`config.mk`:
```
export PLATFORM = sky130hd
export DESIGN_NAME = tempo_sequencer_flat
export DESIGN_NICKNAME = d
export VERILOG_FILES = /design/src/rtl/metro_pkg.sv /design/src/rtl/tempo_sequencer_if.sv /design/src/rtl/seq_divider.sv /design/src/rtl/tempo_sequencer.sv /design/src/flat_wrapper.sv
export SDC_FILE = /design/constraint.sdc
export NUM_CORES = 1
export LEC_CHECK = 0
export ABC_CLOCK_PERIOD_IN_PS = 16600
export BUFFER_PORTS_ARGS = -buffer_cell sky130_fd_sc_hd__buf_2
export CORE_UTILIZATION = 62
export DETAILED_ROUTE_END_ITERATION = 16
export GPL_TIMING_DRIVEN = 0
export PLACE_DENSITY = 0.89
export SETUP_SLACK_MARGIN = 0.2
export SKIP_LAST_GASP = 1
export SLEW_MARGIN = 20
export SYNTH_ARGS = -nofsm -noshare
export SYNTH_HDL_FRONTEND = slang
export SYNTH_SLANG_ARGS = --single-unit
```
`constraint.sdc`:
```
create_clock -name clock -period 16.6 [get_ports clock]
set_input_delay 1.66 -clock clock [delete_from_list [all_inputs] [get_ports clock]]
set_output_delay 1.66 -clock clock [all_outputs]
set_load 0.01 [all_outputs]
```
`src/rtl/metro_pkg.sv`:
```
// Shared tempo constants, FSM state type and tempo/preset helpers.
package metro_pkg;

  localparam int BPM_MIN    = 60;
  localparam int BPM_MAX    = 230;
  localparam int BPM_STEP   = 10;
  localparam int PRESET_MAX = (BPM_MAX - BPM_MIN) / BPM_STEP;
  localparam int PHASES     = 14;

  typedef enum logic {
    ST_DIV,
    ST_RUN
  } seq_state_t;

  // Tempo is held internally as a step count k, bpm = BPM_MIN + BPM_STEP*k.
  function automatic logic [4:0] preset_step(input logic [4:0] code);
    return (code > 5'(PRESET_MAX)) ? 5'(PRESET_MAX) : code;
  endfunction

  function automatic logic [7:0] step_to_bpm(input logic [4:0] k);
    return 8'(BPM_MIN) + 8'(BPM_STEP) * {3'b000, k};
  endfunction

endpackage

```
`src/rtl/tempo_sequencer_if.sv`:
```
// Switch/key inputs and display/speaker outputs of the tempo sequencer.
interface tempo_sequencer_if;
  logic [4:0] sw_preset;
  logic       tap_up_n;
  logic       tap_down_n;
  logic [7:0] beat_led;
  logic       click;
  logic [7:0] bpm;
  logic [3:0] bpm_hund;
  logic [3:0] bpm_tens;
  logic       busy;

  modport master (
    output sw_preset, tap_up_n, tap_down_n,
    input  beat_led, click, bpm, bpm_hund, bpm_tens, busy
  );

  modport slave (
    input  sw_preset, tap_up_n, tap_down_n,
    output beat_led, click, bpm, bpm_hund, bpm_tens, busy
  );
endinterface

```
`src/rtl/seq_divider.sv`:
```
// 32-bit restoring divider: the start cycle performs the first of 32 steps,
// done pulses with the quotient valid; clear aborts a running division.
module seq_divider (
  input  logic        clock,
  input  logic        reset,
  input  logic        start,
  input  logic        clear,
  input  logic [31:0] dividend,
  input  logic [31:0] divisor,
  output logic        busy,
  output logic        done,
  output logic [31:0] quotient
);

  logic [31:0] rem;
  logic [31:0] dvs;
  logic [4:0]  cnt;
  logic [31:0] rem_in, quo_in, dvs_in, quo_nx;
  logic [32:0] rem_sh, rem_nx;

  always_comb begin
    rem_in = busy ? rem : 32'd0;
    quo_in = busy ? quotient : dividend;
    dvs_in = busy ? dvs : divisor;
    rem_sh = {rem_in, quo_in[31]};
    rem_nx = rem_sh;
    quo_nx = {quo_in[30:0], 1'b0};
    if (rem_sh >= {1'b0, dvs_in}) begin
      rem_nx = rem_sh - {1'b0, dvs_in};
      quo_nx = {quo_in[30:0], 1'b1};
    end
  end

  always_ff @(posedge clock) begin
    done <= 1'b0;
    if (!reset || clear) begin
      busy <= 1'b0;
      cnt  <= 5'd0;
    end else if (busy) begin
      rem      <= rem_nx[31:0];
      quotient <= quo_nx;
      cnt      <= cnt - 5'd1;
      if (cnt == 5'd1) begin
        busy <= 1'b0;
        done <= 1'b1;
      end
    end else if (start) begin
      rem      <= rem_nx[31:0];
      quotient <= quo_nx;
      dvs      <= divisor;
      cnt      <= 5'd31;
      busy     <= 1'b1;
    end
  end

endmodule

```
`src/rtl/tempo_sequencer.sv`:
```
// Metronome: preset/up/down tempo control, phase-length division and a
// 14-phase LED sweep with clicks at both ends of the sweep.
module tempo_sequencer
  import metro_pkg::*;
#(
  parameter int CLK_HZ       = 50_000_000,
  parameter int CLICK_CYCLES = 500_000
) (
  input  logic            clock,
  input  logic            reset,
  tempo_sequencer_if.slave io
);

  localparam logic [31:0] NUMERATOR = 32'(64'(CLK_HZ) * 64'd60);

  logic [4:0]  sw_s1, sw_s2, preset_q;
  logic        up_s1, up_s2, up_prev, dn_s1, dn_s2, dn_prev;
  logic        up_press, dn_press, preset_chg, bpm_chg;
  logic [4:0]  step, step_nx;
  seq_state_t  state, state_nx;
  logic        pend, div_start, div_clear, div_busy, div_done, done_ok;
  logic [31:0] div_q, divisor;
  logic        running, last, p_pend, click_q;
  logic [3:0]  pos, pos_nx;
  logic [2:0]  idx;
  logic [31:0] pcnt, p_cur, p_next, ccnt;
  logic [4:0]  tens_total;

  always_ff @(posedge clock) begin
    sw_s1 <= io.sw_preset;
    sw_s2 <= sw_s1;
  end

  always_ff @(posedge clock) begin
    if (!reset) begin
      {up_s1, up_s2, up_prev} <= 3'b111;
      {dn_s1, dn_s2, dn_prev} <= 3'b111;
    end else begin
      {up_s1, up_s2, up_prev} <= {io.tap_up_n, up_s1, up_s2};
      {dn_s1, dn_s2, dn_prev} <= {io.tap_down_n, dn_s1, dn_s2};
    end
  end

  always_comb begin
    up_press   = up_prev & ~up_s2;
    dn_press   = dn_prev & ~dn_s2;
    preset_chg = (sw_s2 != preset_q);
    step_nx    = step;
    if (preset_chg)
      step_nx = preset_step(sw_s2);
    else if (up_press && !dn_press && step != 5'(PRESET_MAX))
      step_nx = step + 5'd1;
    else if (dn_press && !up_press && step != 5'd0)
      step_nx = step - 5'd1;
    bpm_chg   = (step_nx != step);
    // A change while dividing aborts; the restart is issued next cycle.
    div_start = (bpm_chg | pend) & ~div_busy;
    div_clear = bpm_chg & div_busy;
    divisor   = 32'(step_to_bpm(step_nx)) * 32'd7;
    done_ok   = div_done & ~bpm_chg;
    state_nx  = state;
    if (bpm_chg)
      state_nx = ST_DIV;
    else if (state == ST_DIV && done_ok)
      state_nx = ST_RUN;
  end

  always_ff @(posedge clock) begin
    if (!reset) state <= ST_DIV;
    else        state <= state_nx;
  end

  seq_divider u_div (
    .clock    (clock),
    .reset    (reset),
    .start    (div_start),
    .clear    (div_clear),
    .dividend (NUMERATOR),
    .divisor  (divisor),
    .busy     (div_busy),
    .done     (div_done),
    .quotient (div_q)
  );

  always_comb begin
    last   = running && (pcnt == p_cur - 32'd1);
    pos_nx = (pos == 4'(PHASES - 1)) ? 4'd0 : pos + 4'd1;
    idx    = (pos <= 4'd7) ? pos[2:0] : 3'(4'd14 - pos);
  end

  always_ff @(posedge clock) begin
    if (!reset) begin
      preset_q <= sw_s2;
      step     <= preset_step(sw_s2);
      pend     <= 1'b1;
      running  <= 1'b0;
      pos      <= 4'd0;
      pcnt     <= 32'd0;
      p_cur    <= 32'd0;
      p_next   <= 32'd0;
      p_pend   <= 1'b0;
      click_q  <= 1'b0;
      ccnt     <= 32'd0;
    end else begin
      preset_q <= sw_s2;
      step     <= step_nx;
      pend     <= div_clear;
      if (done_ok && !running) begin
        running <= 1'b1;
        pos     <= 4'd0;
        pcnt    <= 32'd0;
        p_cur   <= div_q;
        click_q <= 1'b1;
        ccnt    <= 32'd1;
      end else begin
        if (done_ok) begin
          p_next <= div_q;
          p_pend <= 1'b1;
        end
        if (last) begin
          pos  <= pos_nx;
          pcnt <= 32'd0;
          if (done_ok) begin
            p_cur  <= div_q;
            p_pend <= 1'b0;
          end else if (p_pend) begin
            p_cur  <= p_next;
            p_pend <= 1'b0;
          end
          click_q <= (pos_nx == 4'd0) || (pos_nx == 4'd7);
          ccnt    <= 32'd1;
        end else begin
          if (running) pcnt <= pcnt + 32'd1;
          if (click_q) begin
            if (ccnt == 32'(CLICK_CYCLES)) click_q <= 1'b0;
            else                           ccnt    <= ccnt + 32'd1;
          end
        end
      end
    end
  end

  always_comb begin
    tens_total  = 5'(BPM_MIN / BPM_STEP) + step;
    io.bpm_hund = 4'd0;
    io.bpm_tens = 4'(tens_total);
    if (tens_total >= 5'd20) begin
      io.bpm_hund = 4'd2;
      io.bpm_tens = 4'(tens_total - 5'd20);
    end else if (tens_total >= 5'd10) begin
      io.bpm_hund = 4'd1;
      io.bpm_tens = 4'(tens_total - 5'd10);
    end
  end

  assign io.bpm      = step_to_bpm(step);
  assign io.beat_led = running ? (8'd1 << idx) : 8'd0;
  assign io.click    = click_q;
  assign io.busy     = (state == ST_DIV);

endmodule

```
`src/flat_wrapper.sv`:
```
// flat-port wrapper written by rule: the top's interface ports become plain ports
module tempo_sequencer_flat import metro_pkg::*;
#(
  parameter int CLK_HZ       = 50_000_000,
  parameter int CLICK_CYCLES = 500_000
)
  (clock, reset, io_sw_preset, io_tap_up_n, io_tap_down_n, io_beat_led, io_click, io_bpm, io_bpm_hund, io_bpm_tens, io_busy);
  tempo_sequencer_if io_i ();
  input  logic clock;
  input  logic reset;
  input wire logic [$bits(io_i.sw_preset)-1:0] io_sw_preset;
  input wire logic [$bits(io_i.tap_up_n)-1:0] io_tap_up_n;
  input wire logic [$bits(io_i.tap_down_n)-1:0] io_tap_down_n;
  output wire logic [$bits(io_i.beat_led)-1:0] io_beat_led;
  output wire logic [$bits(io_i.click)-1:0] io_click;
  output wire logic [$bits(io_i.bpm)-1:0] io_bpm;
  output wire logic [$bits(io_i.bpm_hund)-1:0] io_bpm_hund;
  output wire logic [$bits(io_i.bpm_tens)-1:0] io_bpm_tens;
  output wire logic [$bits(io_i.busy)-1:0] io_busy;
  assign io_i.sw_preset = io_sw_preset;
  assign io_i.tap_up_n = io_tap_up_n;
  assign io_i.tap_down_n = io_tap_down_n;
  assign io_beat_led = io_i.beat_led;
  assign io_click = io_i.click;
  assign io_bpm = io_i.bpm;
  assign io_bpm_hund = io_i.bpm_hund;
  assign io_bpm_tens = io_i.bpm_tens;
  assign io_busy = io_i.busy;
  tempo_sequencer #(.CLK_HZ(CLK_HZ), .CLICK_CYCLES(CLICK_CYCLES)) u_core (.clock(clock), .reset(reset), .io(io_i));
endmodule
```
# Word level (Yosys, flattened, before mapping)
# Cells that the tools add are included.
# totals
ff_bits	245
in_bits	9
out_inout_bits	26
wordCells	146
# op_classes
addsub	14
mul	3
magnitude_cmp	5
n_eq_ne	9
n_shift	1
muxes	43
bitwise_logic	15
n_reduce_logical	29
# ops
operator	count
32-bit two-way mux	11
32-bit by 1-bit adder with 32-bit output, second input constant	2
5-bit two-way mux	7
33-bit by 11-bit >= comparator with 1-bit output	1
32-bit by 19-bit equality test with 1-bit output, second input constant	1
32-bit equality test	1
32-bit by 1-bit subtractor with 32-bit output, second input constant	1
32-bit by 11-bit subtractor with 32-bit output	1
1-bit two-way mux	18
6-bit by 8-bit adder with 8-bit output, first input constant	2
4-bit two-way mux	4
3-bit by 5-bit multiplier with 7-bit output, first input constant	2
8-bit by 3-bit multiplier with 11-bit output, second input constant	1
11-bit two-way mux	1
5-bit != test	2
2-bit AND reduction	5
5-bit by 1-bit subtractor with 5-bit output, second input constant	2
1-bit NOT	9
8-bit two-way mux	1
1-bit by 3-bit left shift with 8-bit output, first input constant	1
1-bit logical AND	7
3-bit nonzero test	2
2-bit OR reduction	3
3-bit by 5-bit adder with 5-bit output, first input constant	1
other kinds (24)	33

# Logic depth before layout (Yosys ltp)
# Gate-level depths: netlist of the first run.
# logic_depth
ltp_word	16
ltp_mapped	37
ltp_nobuf	35

# By module
# From an unflattened synthesis of the first run, not the netlist that was laid out.
# hier_totals
cells_unflattened	1707
hier_area_um2	15707.6
# by_module_without_submodules
mod	n_inst	cells_per_inst	area_per_inst_um2	seq_area_each_um2
tempo_sequencer	1	1144	9420.3	3263.1
seq_divider	1	563	6287.3	3022.9

# Worst setup path after synthesis of the first run
# Ideal clock, no wire load.
# synth_timing
path_type	register -> register
startpoint	register u_core.step[1]
endpoint	register u_core.u_div.rem[26] (data pin)
setup_time_ns	0.256
arrival_ns	7.794
t_required_ns	16.344
slack_ns	8.551
path_stages_with_launch	32
n_path_buf	1
synth_period_minus_slack_ns	8.049
cell_sequence	dfxtp_1 -> clkbuf_1 -> inv_1 -> ha_1 -> a311oi_1 -> o211ai_1 -> a31oi_1 -> inv_1 -> ha_1 -> ha_1 -> inv_1 -> fa_1 -> and4_1 -> o2bb2ai_1 -> a221oi_1 -> xnor2_1 -> fa_1 -> inv_1 -> ha_1 -> a21o_1 -> a21oi_1 -> xnor2_1 -> mux2i_1 -> ha_1 -> nand4_1 -> nor4_1 -> a221oi_1 -> nand2b_1 -> nand2b_1 -> nand4_1 -> or4b_2 -> a31o_2
# synth_between
elab_chain_len	13
elab_cells_between_ends	18
classes_between	4 x add/sub; 2 x mul; 1 x order compare; 1 x eq/ne; 7 x mux; 3 x reduce/logical
# synth_rtl
element	line_no	source
start, declared	tempo_sequencer.sv:19	logic [4:0] step, step_nx;
start signal, assigned	tempo_sequencer.sv:94	step <= preset_step(sw_s2);
start signal, assigned	tempo_sequencer.sv:106	step <= step_nx;
parallel branches: the longest is 3 deep, another holds 5-bit by 1-bit subtractor with 5-bit output	-	
5-bit two-way mux (*)	tempo_sequencer.sv:51	else if (up_press && !dn_press && step != 5'(PRESET_MAX))
5-bit two-way mux (*)	tempo_sequencer.sv:49	if (preset_chg)
3-bit by 5-bit multiplier with 7-bit output (*)	metro_pkg.sv:21	return 8'(BPM_MIN) + 8'(BPM_STEP) * {3'b000, k};
6-bit by 8-bit adder with 8-bit output (*)	metro_pkg.sv:21	
8-bit by 3-bit multiplier with 11-bit output (*)	tempo_sequencer.sv:59	divisor = 32'(step_to_bpm(step_nx)) * 32'd7;
net u_core.divisor[9]	tempo_sequencer.sv:22	logic [31:0] div_q, divisor;
11-bit two-way mux (*)	seq_divider.sv:24	dvs_in = busy ? dvs : divisor;
32-bit by 11-bit subtractor with 32-bit output or 33-bit by 11-bit >= comparator with 1-bit output (tied branches)	seq_divider.sv:29, seq_divider.sv:28	
32-bit two-way mux (*)	seq_divider.sv:28	if (rem_sh >= {1'b0, dvs_in}) begin
net u_core.u_div.rem_nx[26]	seq_divider.sv:19	logic [32:0] rem_sh, rem_nx;
32-bit two-way mux	seq_divider.sv:47	end else if (start) begin
32-bit two-way mux (*)	seq_divider.sv:39	end else if (busy) begin
end signal, assigned	seq_divider.sv:40	rem <= rem_nx[31:0];
end signal, assigned	seq_divider.sv:48	rem <= rem_nx[31:0];
end, declared	seq_divider.sv:15	logic [31:0] rem;
# Mark *: on every way through the listed nets, which the timed path passes. The select of a mux whose other input is x is not followed.
# A chain may end at the register's enable or synchronous reset.

# Worst setup path after layout of the first run
# Ends and elaborated chain as after synthesis.

==> impl_metrics.env, run 1 <==
export IMPL_status="complete, no violations"
export IMPL_hold_violations=0
export IMPL_drt_wl_total_mm=30.9
export IMPL_port_buffers=30
export IMPL_ys_top_cells_by_count="170 x dfxtp_1, 155 x nor2_1, 151 x nand2_1, 82 x xnor2_1, 74 x edfxtp_1"
export IMPL_core_mm2=0.0212
export IMPL_syn_avg_cell_area_um2=9.26
export IMPL_grt_overflow=0
export IMPL_syn_to_final_growth_pct=10.7
export IMPL_cts_repair_resized=0
export IMPL_fmaxAchievable_mhz=106
export IMPL_worst_pin_slew_ns=0.990
export IMPL_dieArea_mm2=0.0224
export IMPL_drc=0
export IMPL_netlist_area_leader_share_pct=25.1
export IMPL_grt_pass1_vias=10600
export IMPL_clockRootBuffer="clkbuf_16"
export IMPL_crit_slowest_cell="or4b_2"
export IMPL_place_ws_ns=7.30
export IMPL_fin_nets=1598
export IMPL_ant_nets=0
export IMPL_setup_slack_ns=7.20
export IMPL_rr_endpoint="u_core.u_div.rem[26]"
export IMPL_powerDensity_mw_per_mm2=124
export IMPL_slowest_delay_ns=0.72
export IMPL_arrival_ns=9.68
export IMPL_worst_r2r_cell_count=32
export IMPL_critPathLaunch="u_core.step[1]"
export IMPL_finalMaxSlewViolations=0
export IMPL_cp_required_ns=16.88
export IMPL_drive_above_1_share_pct=8.05
export IMPL_cts_buffer_depth=3
export IMPL_rsz0062_at_grt="false"
export IMPL_drt_iter0_drc=1031
export IMPL_insertion_delay_ns=0.53
export IMPL_synthCells=1462
export IMPL_relSlewSlack_pct=33.1
export IMPL_maxCapViolCount=0
export IMPL_synth_edf_count=74
export IMPL_skew_ns=0.00988
export IMPL_die_y_um=150
export IMPL_fin_crit_ns=9.40
export IMPL_async_flop_share_pct=0
export IMPL_htreeDepth=1
export IMPL_die_width_um=150
export IMPL_grtUsageTotal_pct=27.5
export IMPL_detail_route_wl_per_cell_um=17.0
export IMPL_cts_clk_slew_worst_paths_ns=0.07
export IMPL_rows=53
export IMPL_antenna_found_initial=1
export IMPL_vias=11100
export IMPL_holdWs_ns=0.326
export IMPL_hold_buffers=0
export IMPL_worst_r2r_setup_slack_ns=7.20
export IMPL_grt_max_degree=27
export IMPL_diodes=0
export IMPL_cp_max_fo=8
export IMPL_finalSetupViolCount=0
export IMPL_final_setup_tns_ns=0
export IMPL_dr_pass1_iters=6
export IMPL_worstSetupStartpointType="flop"
export IMPL_hpwl_mm=21.4
export IMPL_vdd_ir_drop_max_uv=103
export IMPL_grt_pass1_wl_mm=50.5
export IMPL_netlist_area_mm2=0.0135
export IMPL_critPathKind="flop to flop"
export IMPL_yosysMostFrequentCell="dfxtp_1"
export IMPL_synth_area_leaders="dfxtp_1 25%, edfxtp_1 16%, ha_1 5.5%, xnor2_1 5.3%, xor2_1 4.7%"
export IMPL_synth_ff_type="dfxtp_1"
export IMPL_leakagePower_nw=5.73
export IMPL_viasPerCell=6.09
export IMPL_fin_util_pct=70.7
export IMPL_post_cts_buffers=0
export IMPL_yosysWarnings=0
export IMPL_r2r_start="u_core.step[1]"
export IMPL_ys_ff_latch=244
export IMPL_yosysSeqAreaShare_pct=41.5
export IMPL_cts_inserted_buffers=25
export IMPL_ys_types=77
export IMPL_crit_top_cell="inv_1"
export IMPL_cts_tree="built"
export IMPL_end_kind="flop"
export IMPL_synth_top_cell_by_area="dfxtp_1"
export IMPL_fin_crit_sh_pct=56.6
export IMPL_start_util_pct=63.8
export IMPL_cp_endpoint="u_core.u_div.rem[26]"
export IMPL_io_pins=35
export IMPL_hold_class="flop to flop"
export IMPL_numClockSinks=244
export IMPL_routabilityCongestion=0.947
worst min-delay path by stage:
| stage | cells after the start | endpoint | startpoint | slack [ns] |
|---|---|---|---|---|
| finish | 0 | u_core.sw_s2[4] | u_core.sw_s1[4] | 0.33 |
| floorplan | 0 | u_core.sw_s2[0] | u_core.sw_s1[0] | 0.31 |
| global placement | 0 | u_core.sw_s2[3] | u_core.sw_s1[3] | 0.31 |
| global route | 0 | u_core.sw_s2[4] | u_core.sw_s1[4] | 0.33 |
| detailed placement | 0 | u_core.sw_s2[0] | u_core.sw_s1[0] | 0.31 |
| CTS | 0 | u_core.sw_s2[4] | u_core.sw_s1[4] | 0.33 |
layer usage:
metal	wire (µm)	vias to the layer above	global-route usage, %
li1	-	5268	-
met1	13300	5276	34.8
met2	14500	409	47.5
met3	1850	108	3.41
met4	1200	0	11.0
met5	0	-	0
report_power, final:
group | total, mW | switching (mW) | internal [mW]
combinational | 0.525 | 0.304 | 0.222
clock | 0.605 | 0.238 | 0.368
sequential | 0.731 | 0.0346 | 0.697
worst max-delay path: cells and delay by family (launching register included):
kind | cells | cell delay, ns
AOI/OAI and AO/OA | 8 | 2.18
xor gates and xnor gates | 3 | 0.79
adders and majority gates | 7 | 2.52
buffers and inverters | 7 | 1.16
and+or+nand+nor | 6 | 1.86
DFF | 1 | 0.47
muxes | 1 | 0.15
cell usage in the layout (no fill, tap or decap), types with 19 or more instances in the layout:
cell type	synthesis	routed
o21a_1	39	39
and2_1	36	36
buf_2	8	38
dfxtp_1	170	170
edfxtp_1	74	74
nor4_1	19	19
clkbuf_1	54	59
ha_1	59	59
nand4_1	26	26
nand3_1	27	27
a21boi_0	36	36
clkbuf_16	0	29
xor2_1	72	72
nand2b_1	37	37
nor2_1	155	154
a21oi_1	43	43
xnor2_1	82	82
nand2_1	151	151
o221a_1	30	30
o21ai_0	32	32
nor3_1	30	30
inv_1	58	58
stage by stage:
step	total power, mW	instances	area, µm²
floorplan	1.13	1464	13500
global placement	1.22	1769	14000
detailed placement	1.25	1771	14100
CTS	1.86	1816	15000
global route	1.94	1816	15000
finish	1.86	1816	15000
flip-flops by register name, indices dropped and copies added, names as in the netlist, 10 cells and up:
name	cells
u_core.ccnt	32
u_core.pcnt	32
u_core.p_cur	32
u_core.u_div.dvs	10
u_core.u_div.rem	32
u_core.u_div.quotient	32
u_core.p_next	32
cell families after synthesis:
kind of cell	share of synthesized area, %
AOI/OAI and AO/OA	15.0
xor gates and xnor gates	9.96
adders and majority gates	6.49
buffers and inverters	4.07
DFF	41.5
muxes	1.77
other	0.0277
and+or+nand+nor	21.2
area by class of cell:
class	count	area, µm²
Clock buffer	39	813
Fill cell	1516	6230
Inverter	58	218
Multi-Input combinational cell	1089	7380
Sequential cell	244	5630
Timing Repair Buffer	32	198
Clock inverter	6	83.8
Tap cell	275	344
Buffer	73	333
Note: power is estimated with default switching activity, not from simulation.
==> run 2: changes to the inputs <==
ABC_CLOCK_PERIOD_IN_PS = 9500   (was 16600)
clock period = 9.5 ns   (was 16.6 ns; I/O delays follow)
==> run 2 against run 1 <==
Compared with the run above:
- global-route usage barely moved
- critical path type unchanged
- first-iteration DRC count fell by 4.6%
- non-clock buffer count did not move
- wire length rose by 0.42%
- clock skew barely moved
- sequential share of layout area fell by 0.11 points
- largest power group unchanged
- critical path depth fell by 1
==> impl_metrics.env, run 2 (same netlist as run 1, synthesis figures left out) <==
export IMPL_hold_violations=0
export IMPL_critPathKind="flop to flop"
export IMPL_slowest_delay_ns=0.72
export IMPL_drt_wl_total_mm=31.0
export IMPL_clockRootBuffer="clkbuf_16"
export IMPL_grt_pass1_vias=10700
export IMPL_die_y_um=150
export IMPL_ant_nets=0
export IMPL_relSlewSlack_pct=33.2
export IMPL_start_util_pct=63.8
export IMPL_hpwl_mm=21.4
export IMPL_grt_pass1_wl_mm=50.6
export IMPL_fin_nets=1598
export IMPL_grt_max_degree=27
export IMPL_core_mm2=0.0212
export IMPL_diodes=0
export IMPL_drive_above_1_share_pct=8.37
export IMPL_cts_repair_resized=1
export IMPL_final_setup_tns_ns=0
export IMPL_viasPerCell=6.09
export IMPL_cts_inserted_buffers=25
export IMPL_grtUsageTotal_pct=27.6
export IMPL_vias=11100
export IMPL_worst_r2r_setup_slack_ns=0.71
export IMPL_cp_endpoint="u_core.u_div.rem[26]"
export IMPL_rr_endpoint="u_core.u_div.rem[26]"
export IMPL_cts_tree="built"
export IMPL_cts_clk_slew_worst_paths_ns=0.06
export IMPL_port_buffers=30
export IMPL_fin_crit_ns=8.79
export IMPL_maxCapViolCount=0
export IMPL_dr_pass1_iters=6
export IMPL_worst_r2r_cell_count=31
export IMPL_hold_class="flop to flop"
export IMPL_drt_iter0_drc=984
export IMPL_critPathLaunch="u_core.step[1]"
export IMPL_post_cts_buffers=0
export IMPL_setup_slack_ns=0.707
export IMPL_min_from="u_core.sw_s1[4]"
export IMPL_die_width_um=150
export IMPL_detail_route_wl_per_cell_um=17.1
export IMPL_fin_crit_sh_pct=92.6
export IMPL_finalSetupViolCount=0
export IMPL_syn_to_final_growth_pct=11.1
export IMPL_drc=0
export IMPL_place_ws_ns=0.198
export IMPL_finalMaxSlewViolations=0
export IMPL_worst_pin_slew_ns=0.988
export IMPL_htreeDepth=1
export IMPL_numClockSinks=244
export IMPL_vdd_ir_drop_max_uv=182
export IMPL_dieArea_mm2=0.0224
export IMPL_layout_common_cells="170 x dfxtp_1, 154 x nor2_1, 151 x nand2_1"
export IMPL_mostFrequentLayoutCell="dfxtp_1"
export IMPL_hold_buffers=0
export IMPL_cp_required_ns=9.78
export IMPL_rsz0062_at_grt="false"
export IMPL_fillers=1494
export IMPL_cp_max_fo=8
export IMPL_crit_top_cell="ha_1"
export IMPL_io_pins=35
export IMPL_rows=53
export IMPL_powerDensity_mw_per_mm2=217
export IMPL_end_kind="flop"
export IMPL_antenna_found_initial=1
export IMPL_grt_overflow=0
export IMPL_arrival_ns=9.07
export IMPL_skew_ns=0.0102
export IMPL_insertion_delay_ns=0.52
export IMPL_cts_buffer_depth=3
export IMPL_crit_slowest_cell="or4b_2"
export IMPL_r2r_start="u_core.step[1]"
export IMPL_worstSetupStartpointType="flop"
export IMPL_status="complete, no violations"
export IMPL_routabilityCongestion=0.947
export IMPL_fmaxAchievable_mhz=114
export IMPL_leakagePower_nw=5.74
## run 2: worst min-delay path by stage
stage	endpoint	slack, ns	cells after the start
floorplan	u_core.sw_s2[0]	0.31	0
global placement	u_core.sw_s2[3]	0.31	0
detailed placement	u_core.sw_s2[0]	0.31	0
CTS	u_core.sw_s2[4]	0.33	0
global route	u_core.sw_s2[4]	0.33	0
finish	u_core.sw_s2[4]	0.33	0
## run 2: worst max-delay path, delay by kind of cell (launching register included)
family	cells	cell delay [ns]
buffers and inverters	5	0.69
AO/OA/AOI/OAI	9	2.11
flip-flops	1	0.48
XOR/XNOR	2	0.41
adder cells (fa/ha/maj)	7	2.61
AND/OR/NAND/NOR	7	2.09
multiplexers	1	0.14
## run 2: stage by stage
| step | std cells | hold WS, ns | total power, mW | util [%] | area, µm² |
|---|---|---|---|---|---|
| after floorplan | 1464 | 0.310 | 1.98 | - | 13500 |
| after global placement | 1769 | 0.312 | 2.14 | 66.2 | 14000 |
| after detailed placement | 1771 | 0.312 | 2.19 | 66.4 | 14100 |
| after CTS | 1816 | 0.326 | 3.24 | 70.7 | 15000 |
| after global routing | 1816 | 0.334 | 3.40 | 70.9 | 15000 |
| final | 1816 | 0.327 | 3.26 | 70.9 | 15000 |
## run 2: final cells by class
| cell class | instances | area, µm² | share of cell area [%] |
|---|---|---|---|
| Tap cell | 275 | 344 | 2.29 |
| Buffer | 73 | 334 | 2.22 |
| Sequential cell | 244 | 5630 | 37.4 |
| Inverter | 58 | 218 | 1.45 |
| Clock inverter | 6 | 83.8 | 0.557 |
| Multi-Input combinational cell | 1089 | 7420 | 49.4 |
| Timing Repair Buffer | 32 | 198 | 1.31 |
| Clock buffer | 39 | 813 | 5.41 |
## run 2: where the power goes
group / internal (mW) / switching, mW
Clock: 0.643 / 0.412
Sequential: 1.22 / 0.0606
Combinational: 0.390 / 0.535
## run 2: metal layers
layer | up-vias | part of all wire, % | GRT usage, %
li1 | 5260 | - | -
met1 | 5262 | 42 | 34.9
met2 | 431 | 48 | 47.6
met3 | 99 | 6.5 | 3.41
met4 | 0 | 3.4 | 11.1
met5 | - | 0 | 0
